`src/rtl/lsu_bus_master.sv`:
```
// lsu_bus_master: MEM-stage load/store initiator on a word-addressed req/gnt/rvalid data bus.
// Define LSU_TRACE_EN to print store-grant and misalignment trace lines in simulation.
module lsu_bus_master #(
    parameter int ADDR_W         = 32,
    parameter int LANE_REPLICATE = 1
) (
    input  logic              Clk,
    input  logic              reset,
    input  logic              req_valid,
    input  logic              req_we,
    input  logic [1:0]        req_len,
    input  logic              req_sign,
    input  logic [ADDR_W-1:0] req_addr,
    input  logic [31:0]       req_wdata,
    input  logic [31:0]       req_pc,
    output logic              stall,
    output logic              done,
    output logic [31:0]       rdata,
    output logic              addr_err,
    output logic              bus_req,
    output logic              bus_we,
    output logic [ADDR_W-1:0] bus_addr,
    output logic [3:0]        bus_be,
    output logic [31:0]       bus_wdata,
    input  logic              bus_gnt,
    input  logic              bus_rvalid,
    input  logic [31:0]       bus_rdata
);

    typedef enum logic [1:0] {IDLE, REQ, WAIT, DONE} state_t;

    state_t      state;
    logic [1:0]  len_q;
    logic        sign_q;
    logic [1:0]  lane_q;

    logic        misaligned;
    logic [3:0]  be_next;
    logic [31:0] wdata_next;
    logic [15:0] half_sel;
    logic [7:0]  byte_sel;
    logic [31:0] load_ext;

    // Alignment check, byte enables and lane placement of store data for the incoming request
    always_comb begin
        misaligned = 1'b0;
        be_next    = 4'b1111;
        wdata_next = req_wdata;
        case (req_len)
            2'b00: misaligned = |req_addr[1:0];
            2'b01: begin
                misaligned = req_addr[0];
                be_next    = req_addr[1] ? 4'b1100 : 4'b0011;
                if (LANE_REPLICATE != 0)
                    wdata_next = {2{req_wdata[15:0]}};
                else
                    wdata_next = req_addr[1] ? {req_wdata[15:0], 16'h0000}
                                             : {16'h0000, req_wdata[15:0]};
            end
            2'b10: begin
                be_next = 4'b0001 << req_addr[1:0];
                if (LANE_REPLICATE != 0)
                    wdata_next = {4{req_wdata[7:0]}};
                else
                    wdata_next = {24'h000000, req_wdata[7:0]} << {req_addr[1:0], 3'b000};
            end
            default: misaligned = 1'b1;
        endcase
    end

    // Select the addressed lane of the returned word and extend it to 32 bits
    always_comb begin
        half_sel = lane_q[1] ? bus_rdata[31:16] : bus_rdata[15:0];
        case (lane_q)
            2'b00:   byte_sel = bus_rdata[7:0];
            2'b01:   byte_sel = bus_rdata[15:8];
            2'b10:   byte_sel = bus_rdata[23:16];
            default: byte_sel = bus_rdata[31:24];
        endcase
        case (len_q)
            2'b01:   load_ext = {{16{sign_q & half_sel[15]}}, half_sel};
            2'b10:   load_ext = {{24{sign_q & byte_sel[7]}}, byte_sel};
            default: load_ext = bus_rdata;
        endcase
    end

    assign addr_err = (state == IDLE) & req_valid & misaligned;
    assign stall    = req_valid & ~addr_err & (state != DONE);

    // Request FSM; request fields are captured only when leaving IDLE
    always_ff @(posedge Clk) begin
        if (reset) begin
            state     <= IDLE;
            len_q     <= 2'b00;
            sign_q    <= 1'b0;
            lane_q    <= 2'b00;
            bus_req   <= 1'b0;
            bus_we    <= 1'b0;
            bus_addr  <= '0;
            bus_be    <= 4'b0000;
            bus_wdata <= 32'h0;
            rdata     <= 32'h0;
            done      <= 1'b0;
        end else begin
            done <= 1'b0;
            case (state)
                IDLE: begin
                    if (req_valid && !misaligned) begin
                        len_q     <= req_len;
                        sign_q    <= req_sign;
                        lane_q    <= req_addr[1:0];
                        bus_req   <= 1'b1;
                        bus_we    <= req_we;
                        bus_addr  <= {req_addr[ADDR_W-1:2], 2'b00};
                        bus_be    <= be_next;
                        bus_wdata <= wdata_next;
                        state     <= REQ;
                    end
                end
                REQ: begin
                    if (bus_gnt) begin
                        bus_req <= 1'b0;
                        bus_we  <= 1'b0;
                        if (bus_we) begin
                            done  <= 1'b1;
                            state <= DONE;
                        end else begin
                            state <= WAIT;
                        end
                    end
                end
                WAIT: begin
                    if (bus_rvalid) begin
                        rdata <= load_ext;
                        done  <= 1'b1;
                        state <= DONE;
                    end
                end
                default: state <= IDLE;
            endcase
        end
    end

`ifdef LSU_TRACE_EN
    logic [31:0] pc_q;

    always_ff @(posedge Clk) begin
        if (reset)
            pc_q <= 32'h0;
        else if (state == IDLE && req_valid && !misaligned)
            pc_q <= req_pc;
    end

    // Simulation-only trace of granted stores and rejected misaligned requests
    always @(posedge Clk) begin
        if (!reset && state == REQ && bus_gnt && bus_we) begin
            if (len_q == 2'b00)
                $display("@%08h: *%08h <= %08h", pc_q, bus_addr, bus_wdata);
            else
                $display("@%08h: *%08h <= %08h be=%h", pc_q, bus_addr, bus_wdata, bus_be);
        end
        if (!reset && addr_err)
            $display("@%08h: misaligned %08h", req_pc, req_addr);
    end
`else
    logic unused_pc;
    assign unused_pc = ^req_pc;
`endif

endmodule

```
`config.mk`:
```
export PLATFORM = sky130hd
export DESIGN_NAME = lsu_bus_master
export DESIGN_NICKNAME = d
export VERILOG_FILES = /design/src/rtl/lsu_bus_master.sv
export SDC_FILE = /design/constraint.sdc
export NUM_CORES = 1
export LEC_CHECK = 0
export CELL_PAD_IN_SITES_DETAIL_PLACEMENT = 1
export CELL_PAD_IN_SITES_GLOBAL_PLACEMENT = 2
export CORE_ASPECT_RATIO = 0.9
export CORE_MARGIN = 2
export CORE_UTILIZATION = 34
export DETAILED_ROUTE_END_ITERATION = 8
export DONT_BUFFER_PORTS = 1
export GPL_ROUTABILITY_DRIVEN = 1
export PLACE_DENSITY = 0.79
export SYNTH_ARGS = -nofsm -noshare
export SYNTH_HDL_FRONTEND = slang
export SYNTH_SLANG_ARGS = --single-unit
```
`constraint.sdc`:
```
create_clock -name Clk -period 2.4 [get_ports Clk]
set_input_delay 0.6 -clock Clk [delete_from_list [all_inputs] [get_ports Clk]]
set_output_delay 0.6 -clock Clk [all_outputs]
set_load 0.02 [all_outputs]
```
==> results of run 1 <==
metrics by stage:
stage / util / power [mW]
3_5_place_dp: 0.3612 / 4.046
2_1_floorplan: - / 3.687
4_1_cts: 0.3843 / 5.681
3_3_place_gp: 0.3612 / 3.974
6_report: 0.3843 / 5.600
5_1_grt: 0.3843 / 5.974
worst paths after layout:
| kind | start | endpoint | slack [ns] | cells past startpoint |
|---|---|---|---|---|
| min reg2reg | len_q[1] | len_q[1] | 0.48 | 2 |
| max reg2reg | len_q[0] | rdata[4] | 0.32 | 6 |
| max | state[1] | stall | 0.19 | 6 |
| min | reset | bus_addr[31] | 0.32 | 1 |
per-layer routing:
metal | routed length, um | part of all wire
met5 | 0 | 0
met4 | 225 | 0.015
met3 | 1839 | 0.12
met2 | 7073 | 0.47
met1 | 5786 | 0.39
worst reg2reg max path, cell delays in order (launching register included):
cell and delay [ns]:
dfxtp_1 0.36, inv_1 0.05, ha_1 0.43, nand2b_1 0.20, a21oi_1 0.46, a221oi_1 0.22
a211oi_1 0.25
layout by cell type (no fill, tap or decap), types with 4 or more instances in the layout:
cell and n:
o211ai_1 11, nor2_1 52, dfxtp_1 108, nand3_1 4, a211oi_1 8, nand2b_1 7
a211o_1 16, a2111oi_0 8, a311oi_1 12, mux2_2 8, a221oi_1 16, a22oi_1 9
ha_1 10, a21oi_1 61, inv_1 11, nand2_1 133, nor3b_1 8, nor3_1 19
nor2b_1 9, clkbuf_16 9, o21ai_0 25, buf_4 15
power by group through the flow:
stage | Combinational [mW] | Sequential (mW) | Clock, mW
3_5_place_dp | 1.31 | 2.74 | 0
4_1_cts | 1.32 | 2.69 | 1.67
6_report | 1.30 | 2.68 | 1.61
2_1_floorplan | 1.05 | 2.64 | 0
5_1_grt | 1.48 | 2.73 | 1.76
3_3_place_gp | 1.25 | 2.73 | 0
cell type report:
| type | instances | area [sq um] | area share |
|---|---|---|---|
| multi-input combinational | 438 | 2497 | 0.4607 |
| sequential | 108 | 2162 | 0.3988 |
| tap | 193 | 241.5 | 0.04454 |
| clock buffer | 10 | 239.0 | 0.04408 |
| timing repair buffer | 17 | 152.6 | 0.02816 |
| clock inverter | 6 | 87.58 | 0.01616 |
| inverter | 11 | 41.29 | 0.007616 |
cells by family after synthesis:
group	Yosys count	share of synthesized area
DFF	108	0.4390
and+or+nand+nor	239	0.2073
adders and majority gates	10	0.02541
other	1	0.0007615
muxes	10	0.02490
buffers and inverters	63	0.05716
AOI/OAI and AO/OA	177	0.2454
flip-flops by register name, indices dropped and copies added, names as in the netlist:
name / cells
bus_addr: 30
bus_be: 4
bus_req: 1
bus_wdata: 32
bus_we: 1
done: 1
lane_q: 2
len_q: 2
rdata: 32
sign_q: 1
state: 2
==> results.toml, run 1 <==
[run_status]
status = "finished clean"

[clock_tree]
cts_sinks = 108
clk_pin_slew_worst_paths_ns = 0.07
h-tree-depth = 3
cts_tree = "yes"
cts_root_buf = "clkbuf_16"
cts_buffers = 9
clk_path_buf_depth = 2
cts_resized = 0
post-cts-setup-buffer-count = 0
ctsHoldBuffers = 0
clk_latency_ns = 0.35

[floorplan]
core_region_area_sq_um = 14110
io_pins = 242
row_count = 41
die_area_sq_um = 15460
die_h_um = 118.2
start_util = 0.3491
die_w_um = 130.9

[detailed_routing]
final_antenna_net_count = 0
viasPerCell = 5.456
drc = 0
firstDrtPassIters = 4
vias = 4272
drtIter0Drc = 199
wirelength_um = 14930
wl_per_cell_um = 19.06

[logic_synthesis]
ys_warn_count = 0
async_flop_share = 0
yosysTopAreaCellShare = 0.4390
ys.flop_type = "dfxtp_1"
yosys-top-cells-count = "133 x nand2_1, 108 x dfxtp_1, 61 x a21oi_1, 52 x nor2_1, 29 x clkbuf_1"
yosysTopAreaCell = "dfxtp_1"
syn_avg_cell_area_sq_um = 8.100
synth_area_leaders = "dfxtp_1 44%, nand2_1 10%, a21oi_1 6.2%"
ys_seq_area_frac = 0.4390
netlist_area_sq_um = 4925
synth_most_common_cell = "nand2_1"
ys_ff_latch = 108
yosysUniqueCellTypes = 42
synth_cells = 608
synth-edff-count = 0

[critical_path]
slowest_stage = "dfxtp_1"
critPathKind = "reg2out"
cp-start-kind = "register"
path_cells = "inv_1 -> ha_1 -> inv_1 -> nor3_1 -> nor3b_2 -> buf_4"
cp.buffers_inverters = 3
crit_top_cell = "inv_1"
required_ns = 1.80
crit_arrival_ns = 1.61
cp-end-kind = "primary output"
path_delay_family = "buffers and inverters"
crit_path_max_incr_delay_ns = 0.34
cp_max_fo = 5

[power_and_ir_drop]
p_seq_frac = 0.479
p_sw_frac = 0.3649
powerDensity_nw_per_um2 = 1033
power_switching_mw = 2.043
combPwrFrac = 0.233
internal_power_mw = 3.557
clockPowerShare = 0.288
ir_drop_v = 0.0005757
p_leak_nw = 1.865

[sta]
fmax_mhz = 451.9
min_period_ns = 2.213
post-route-period-util = 0.9221
slew-limit-headroom = 0.6242
grt_setup_unrepaired = "no"
setup_viol_count_final = 0
setup_ws_ns = 0.1871
final.setup_skew_ns = 0.009014
drv_slew = 0
fin_hold_ws_ns = 0.3225
worstMarginPinSlew_ns = 0.5638
final_hold_viol_count = 0
tns_ns = 0

[placed_design]
post-place-ws_ns = 0.1737
io_buffers = 0
place_area_sq_um = 5095
hpwl_um = 10960
place_inst = 767
place.gp.congestion = 0.7899

[grt]
overflow = 0
grt_pass1_wl_um = 23250
grt_pass1_vias = 4335
grt_use_total = 0.1914
met2_usage = 0.3213
use_met1 = 0.2056
antenna_found_initial = 0
groute.layer.met3.usage = 0.1091
top_usage_layer = "met2"
grt_max_degree = 110

[min_path]
hold_path.class = "in2reg"

[layout]
fillCellCount = 1711
stdcell_count = 783
area_growth_syn_to_layout_pct = 10.09
drive_gt1_frac = 0.08475
diodes = 0
stdcell_area_sq_um = 5421
nets = 732

[flow_run]
drv_cap = 0
Note: power is estimated with default switching activity, not from simulation.
==> run 2, diff against run 1 <==
--- a/config.mk
+++ b/config.mk
@@ -8,7 +8,6 @@
 export CELL_PAD_IN_SITES_DETAIL_PLACEMENT = 1
 export CELL_PAD_IN_SITES_GLOBAL_PLACEMENT = 2
 export CORE_ASPECT_RATIO = 0.9
-export CORE_MARGIN = 2
 export CORE_UTILIZATION = 34
 export DETAILED_ROUTE_END_ITERATION = 8
 export DONT_BUFFER_PORTS = 1
==> run 2 against run 1 <==
Register-to-register slack improved by 0.13 ns. Combinational power hardly changed. Sequential power about the same. Critical path depth up 1. Hold slack worse by 0.011 ns. Via count rose by 0.37%. Setup slack worse by 0.098 ns. Critical endpoint unchanged. Largest power group unchanged.
==> results.toml, run 2 (synthesized netlist as in run 1, its figures left out) <==
[detailed_routing]
drc = 0
firstDrtPassIters = 5
wl_per_cell_um = 19.23
viasPerCell = 5.476
drtIter0Drc = 220
wirelength_um = 15060
final_antenna_net_count = 0
vias = 4288

[clock_tree]
cts_resized = 0
cts_buffers = 9
clk_path_buf_depth = 2
h-tree-depth = 3
clk_pin_slew_worst_paths_ns = 0.07
ctsHoldBuffers = 0
cts_tree = "yes"
post-cts-setup-buffer-count = 0
clk_latency_ns = 0.35
cts_root_buf = "clkbuf_16"
cts_sinks = 108

[critical_path]
r2r_cells = 3
path_cells = "inv_1 -> ha_1 -> a211oi_2 -> buf_4 -> nor3_1 -> nor3b_2 -> buf_4"
crit_arrival_ns = 1.71
reg2reg_to = "rdata[11]"
critPathKind = "in2out"
cp_max_fo = 7
r2r_slack_ns = 0.45
crit_top_cell = "buf_4"
cp-start-kind = "primary input"
crit_path_max_incr_delay_ns = 0.24
slowest_stage = "a211oi_2"
required_ns = 1.80
reg2reg_from = "lane_q[1]"
cp-end-kind = "primary output"

[sta]
tns_ns = 0
min_period_ns = 2.311
final.setup_skew_ns = 0.007519
post-route-period-util = 0.9630
drv_slew = 0
setup_viol_count_final = 0
final_hold_viol_count = 0
worstMarginPinSlew_ns = 0.6134
grt_setup_unrepaired = "no"
fmax_mhz = 432.7
setup_ws_ns = 0.08880
slew-limit-headroom = 0.5900

[power_and_ir_drop]
ir_drop_v = 0.0004704
powerDensity_nw_per_um2 = 1004
p_total_mw = 5.398
p_leak_nw = 1.835

[grt]
overflow = 0
grt_pass1_wl_um = 23160
grt_pass1_vias = 4319
grt_max_degree = 110
grt_use_total = 0.2019
antenna_found_initial = 0

[min_path]
hold_path.class = "in2reg"
hold_end = "bus_we"
holdCritStartpoint = "reset"
hold_depth = 1

[run_status]
status = "finished clean"

[floorplan]
start_util = 0.3504
die_area_sq_um = 14970
die_w_um = 128.9
die_h_um = 116.2
core_region_area_sq_um = 14060
row_count = 41
io_pins = 242

[layout]
top_regs = "bus_wdata x32, rdata x32, bus_addr x30"
area_growth_syn_to_layout_pct = 9.223
nets = 732
layout_commonest_cell = "nand2_1"
diodes = 0
drive_gt1_frac = 0.08136
fillCellCount = 1703
layout_common_cells = "133 x nand2_1, 108 x dfxtp_1, 61 x a21oi_1"

[placed_design]
place.gp.congestion = 0.7896
io_buffers = 0
post-place-ws_ns = 0.08282
hpwl_um = 11080

[flow_run]
drv_cap = 0
-- run 2: cell types whose count changed in the layout (fill, tap and decap cells not counted) --
cell        change
clkbuf_1        +2
bufinv_16       -2
clkinvlp_4      +2
buf_4           -1
clkinv_4        -2
buf_12          +1
-- run 2: worst max path at each step --
stage                     startpoint     to  slack [ns]
after floorplan           req_len[0]  stall        0.09
after global placement    req_len[0]  stall        0.13
after detailed placement  req_len[0]  stall        0.08
after CTS                 req_len[0]  stall        0.08
after global routing        state[0]  stall        0.05
final                     req_len[0]  stall        0.09
-- run 2: critical path, delay by kind of cell --
family	cells	cell delay [ns]
fa+ha+maj	1	0.23
compound gates	1	0.24
buf+inv	3	0.39
simple gates	2	0.25
-- run 2: per-layer routing --
metal / track usage / part of all wire / wire [um] / up-vias
li1: - / - / - / 2092
met1: 0.2242 / 0.40 / 5951 / 2037
met2: 0.3438 / 0.49 / 7428 / 151
met3: 0.1012 / 0.10 / 1557 / 8
met4: 0.05255 / 0.0080 / 120 / 0
met5: 0 / 0 / 0 / -
-- run 2: stage by stage --
stage / area [sq um] / std cells / hold WS, ns / util
floorplan: 4933 / 609 / 0.4530 / -
global placement: 5107 / 767 / 0.4650 / 0.3634
CTS: 5379 / 783 / 0.2923 / 0.3827
detailed placement: 5107 / 767 / 0.4674 / 0.3634
finish: 5379 / 783 / 0.3111 / 0.3827
global route: 5379 / 783 / 0.3027 / 0.3827
-- run 2: where the power goes --
| group | switching [mW] | internal (mW) |
|---|---|---|
| Combinational | 0.805 | 0.519 |
| Clock | 0.658 | 0.730 |
| Sequential | 0.585 | 2.10 |
-- run 2: layout make-up --
cell class / instances / area, sq um / share of cell area
flip-flops and latches: 108 / 2162 / 0.4020
clock buffers: 12 / 246.5 / 0.04582
repair buffers: 17 / 165.2 / 0.03070
inverters: 11 / 41.29 / 0.007676
multi-input cells: 438 / 2497 / 0.4643
clock inverters: 4 / 25.02 / 0.004652
well taps: 193 / 241.5 / 0.04489
==> RTL edit 1, RTL diff (settings of run 2) <==
The parameter `ADDR_W` goes from 32 to 64.
--- a/src/rtl/lsu_bus_master.sv
+++ b/src/rtl/lsu_bus_master.sv
@@ -1,7 +1,7 @@
 // lsu_bus_master: MEM-stage load/store initiator on a word-addressed req/gnt/rvalid data bus.
 // Define LSU_TRACE_EN to print store-grant and misalignment trace lines in simulation.
 module lsu_bus_master #(
-    parameter int ADDR_W         = 32,
+    parameter int ADDR_W         = 64,
     parameter int LANE_REPLICATE = 1
 ) (
     input  logic              Clk,
Interface: changed (resized bus_addr and req_addr); port bits go from 242 to 306. No check against the original RTL was run, so the function may have changed too.
==> RTL edit 1 against run 2 <==
Global-route usage grew 0.29 points; sequential power rose by 28%; highest routed layer unchanged; design area is 28% higher; power is 44% higher; routed wire length rose by 25%; clock skew is 0.0018 ns lower; worst setup slack better by 0.055 ns; synthesized area is 23% higher; sequential share of layout area rose by 0.47 points; sequential cell count is 32 higher.
==> RTL edit 1: results (changes against run 2) <==
setup_path:
  startpoint: "state[0]"
  rr_worst_depth: 6  # +3
  slowest_delay_ns: 0.34  # +0.10 ns
  crit_slowest_cell: "dfxtp_1"
  cp-endpoint: "stall"
  cp_top_family: "buffers and inverters"
  critPathMaxFanout: 5  # -2
clock_network:
  cts_made_buffers: 17  # +8
  cts_setup_buffers: 0  # unchanged
  htree_levels: 4  # +1
  clkLatencyLatePin_ns: 0.42  # +0.07 ns
  cts.path.max_buffers: 2  # unchanged
power:
  finalPower_mw: 7.754  # +44%
  peakVddDrop_mv: 0.4831  # +2.7%
  netSwitchingPower_mw: 2.737  # +34%
  cellLeakagePower_nw: 2.412  # +31%
  p_seq_mw: 3.45  # +28%
  power_frac_clock_pct: 35.4  # +9.7 points
synthesis:
  yosys_warnings: 0  # unchanged
  synthAdderAreaFrac_pct: 2.071  # -0.47 points
  synthFlopType: "dfxtp_1"
  netlist_instances: 748  # +23%
  synth_mux_area_share_pct: 2.030  # -0.46 points
  synth_top_area_share_pct: 46.40  # +2.5 points
  synth-compound-area-share_pct: 22.80  # -1.7 points
  synth_top_cells_by_area: "dfxtp_1 46%, nand2_1 12%, a21oi_1 7.7%, nor2_1 3.2%, a211o_1 2.3%"
  synth_seq_area_share_pct: 46.40  # +2.5 points
  synth-xor-area-share_pct: 0  # unchanged
  ys_types: 44  # +4.8%
  synth_common_cells: "197 x nand2_1, 140 x dfxtp_1, 93 x a21oi_1"
global_route:
  grt_max_degree: 142  # +29%
  grt_pass1_vias: 5460  # +26%
  antenna_found_initial: 1  # +1
  grt_usage_pct: 20.48  # +0.29 points
  gr-usage-met2_pct: 35.55  # +1.2 points
  met1_usage_pct: 22.97  # +0.55 points
  grt_util_met3_pct: 8.299  # -1.8 points
  grt_pass1_wl_mm: 29.04  # +25%
final_layout:
  top_regs: "bus_addr (62), bus_wdata (32), rdata (32)"
  drive_above_1_share_pct: 9.756  # +1.6 points
  nNetsFinal: 904  # +23%
detailed_routing:
  first_iter_violations: 186  # -15%
  detail_route.first_pass.iterations: 5  # unchanged
  wl_met3_mm: 1.646  # +5.7%
  wl_per_cell_um: 19.35  # +0.61%
  highest_layer: "met4"
  routed-wl-met2_mm: 9.307  # +25%
  totalWireLength_mm: 18.84  # +25%
  vias_per_cell: 5.426  # -0.92%
  met1_length_mm: 7.652  # +29%
sta:
  layout_setup_ws_ns: 0.1439  # +0.05514 ns
  fin_skew_ns: 0.005728  # -0.001791 ns
  maxSlewHeadroom_pct: 65.15  # +6.2 points
placed_design:
  dp.cells: 941  # +23%
  place_congestion: 0.7844  # -0.66%
  pre_cts_ws_ns: 0.1266  # +0.04377 ns
  postPlaceCellArea_sq_um: 6267  # +23%
  hpwl_mm: 13.53  # +22%
outcome:
  status: "finished clean"
worst_hold_path:
  hold_depth: 1  # unchanged
==> RTL edit 1: cell types whose count changed after synthesis, sizes merged <==
cell    change
nand2      +64
a21oi      +32
dfxtp      +32
buf         +6
clkbuf      +6
==> RTL edit 1: how the worst min path moves through the flow <==
stage | startpoint | end | slack (ns)
2_1_floorplan | len_q[1] | len_q[1] | 0.45
3_3_place_gp | len_q[1] | len_q[1] | 0.48
3_5_place_dp | len_q[0] | len_q[0] | 0.48
4_1_cts | reset | bus_addr[56] | 0.24
5_1_grt | reset | rdata[1] | 0.24
6_report | reset | bus_addr[54] | 0.27
==> RTL edit 1: area by class of cell <==
class	instances	area [sq um]
inverter	11	41.29
antenna	1	2.502
clock buffer	19	452.9
timing repair buffer	21	207.7
sequential	140	2803
tap	235	294.0
clock inverter	13	163.9
multi-input combinational	534	2927
fill	2079	10220
==> RTL edit 1: timing repair <==
action,in CTS,in global routing
resized for setup,0,1
setup endpoints to repair,0,1
endpoints found under the hold margin,0,0
==> RTL edit 2, RTL diff (config.mk and constraints of run 2) <==
Made on the original files. Remove the case item `2'b10` of the case on `req_len`.
--- a/src/rtl/lsu_bus_master.sv
+++ b/src/rtl/lsu_bus_master.sv
@@ -56,13 +56,6 @@
                 else
                     wdata_next = req_addr[1] ? {req_wdata[15:0], 16'h0000}
                                              : {16'h0000, req_wdata[15:0]};
-            end
-            2'b10: begin
-                be_next = 4'b0001 << req_addr[1:0];
-                if (LANE_REPLICATE != 0)
-                    wdata_next = {4{req_wdata[7:0]}};
-                else
-                    wdata_next = {24'h000000, req_wdata[7:0]} << {req_addr[1:0], 3'b000};
             end
             default: misaligned = 1'b1;
         endcase
Behaviour: not the same (a bounded check fails within 4 cycles, from zero or initial values and one cycle with reset high).
==> RTL edit 2 against run 2 <==
Routed wire length is 13% lower; global-route usage shrank 1.2 points; worst setup slack improved by 0.14 ns; synthesized area decreased by 7.5%; sequential cell count decreased by 2; first-iteration DRC count grew 12%; highest routed layer unchanged; clock skew rose by 0.00075 ns; design area decreased by 8.6%.
Power is not compared: it rests on default switching activity, and its combinational part moved more than twofold at a synthesized area within 25%.
==> RTL edit 2: results (changes against run 2) <==
setup_path:
  worstReg2RegEnd: "rdata[13]"
  ff2ff_setup_slack_ns: 0.57  # +0.12 ns
  crit_slowest_cell: "dfxtp_1"
  critPathMaxFanout: 8  # +1
  rr_worst_depth: 4  # +1
  slowest_delay_ns: 0.38  # +0.14 ns
  r2r_start: "lane_q[0]"
global_route:
  grt_pass1_wl_mm: 20.36  # -12%
  grt_max_degree: 109  # -0.91%
  grt_usage_pct: 19.01  # -1.2 points
  grt_pass1_vias: 3865  # -11%
detailed_routing:
  wl_per_cell_um: 19.07  # -0.82%
  first_iter_violations: 247  # +12%
  detail_route.first_pass.iterations: 4  # -1
  vias: 3730  # -13%
  vias_per_cell: 5.445  # -0.57%
placed_design:
  postPlaceCellArea_sq_um: 4633  # -9.3%
  pre_cts_ws_ns: 0.3677  # +0.2849 ns
  hpwl_mm: 9.346  # -16%
  dp.cells: 670  # -13%
  numPortBuffers: 0  # unchanged
  place_congestion: 0.7952  # +0.71%
final_layout:
  nNetsFinal: 660  # -9.8%
  diodes: 0  # unchanged
  fillers: 1544  # -9.3%
  multiInputGateArea_sq_um: 2183  # -13%
  drive_above_1_share_pct: 8.637  # +0.50 points
synthesis:
  syn_area_per_cell_sq_um: 8.385  # +3.5%
  synth_common_cells: "125 x nand2_1, 106 x dfxtp_1, 58 x a21oi_1"
  synth_top_cells_by_area: "dfxtp_1 47%, nand2_1 10%, a211oi_1 7.7%, a21oi_1 6.4%, mux2i_1 3.5%"
  synth_seq_area_share_pct: 46.61  # +2.7 points
  synthFlopType: "dfxtp_1"
sta:
  maxSlewHeadroom_pct: 58.14  # -0.85 points
  fin_skew_ns: 0.008271  # +0.0007515 ns
  max_freq_mhz: 459.8  # +6.3%
  hold_ws_ns: 0.3270  # +0.01590 ns
clock_network:
  cts.path.max_buffers: 2  # unchanged
  root_buffer: "clkbuf_16"
  path_clk_slew_ns: 0.07  # about the same
outcome:
  status: "finished clean"
worst_hold_path:
  holdPathEnd: "bus_addr[5]"
## RTL edit 2: cell type report
| cell class | count | share of cell area [%] |
|---|---|---|
| clock buffers | 12 | 5.218 |
| clock inverters | 3 | 0.4836 |
| inverters | 8 | 0.6108 |
| multi-input cells | 381 | 44.41 |
| flip-flops and latches | 106 | 43.17 |
| well taps | 164 | 4.174 |
| repair buffers | 11 | 1.934 |
## RTL edit 2: worst max-delay path by stage
stage,depth (start not counted),endpoint,from
final,5,stall,state[0]
after global placement,4,stall,req_addr[1]
after CTS,5,stall,state[0]
after global routing,5,stall,state[0]
after floorplan,3,stall,req_addr[1]
after detailed placement,4,stall,req_addr[1]
## RTL edit 2: report_power, final
part / internal (mW) / total, mW / switching [mW]
Sequential: 1.82 / 1.95 / 0.125
Clock: 0.760 / 1.40 / 0.642
Combinational: 0.123 / 0.290 / 0.167
Total: 2.71 / 3.64 / 0.934
## RTL edit 2: layer usage
layer  share of wire (%)  up-vias  track usage [%]
met5                   0        -                0
met4                 1.2        0            4.206
met3                  11       10            9.273
met2                  47      146            31.59
met1                  40     1765            21.82
li1                    -     1809                -
## RTL edit 2: kinds of logic after synthesis
| family | Yosys count | share of synthesized area [%] |
|---|---|---|
| adders and majority gates | 6 | 1.649 |
| muxes | 27 | 6.485 |
| DFF | 106 | 46.61 |
| AOI/OAI and AO/OA | 141 | 19.70 |
| and+or+nand+nor | 205 | 19.87 |
| other | 1 | 0.08236 |
| buffers and inverters | 57 | 5.606 |
## RTL edit 2: critical path, delay by kind of cell (launching register included)
family          cells  cell delay (ns)
compound gates      1             0.17
fa+ha+maj           1             0.24
buf+inv             2             0.25
flops               1             0.38
simple gates        1             0.19
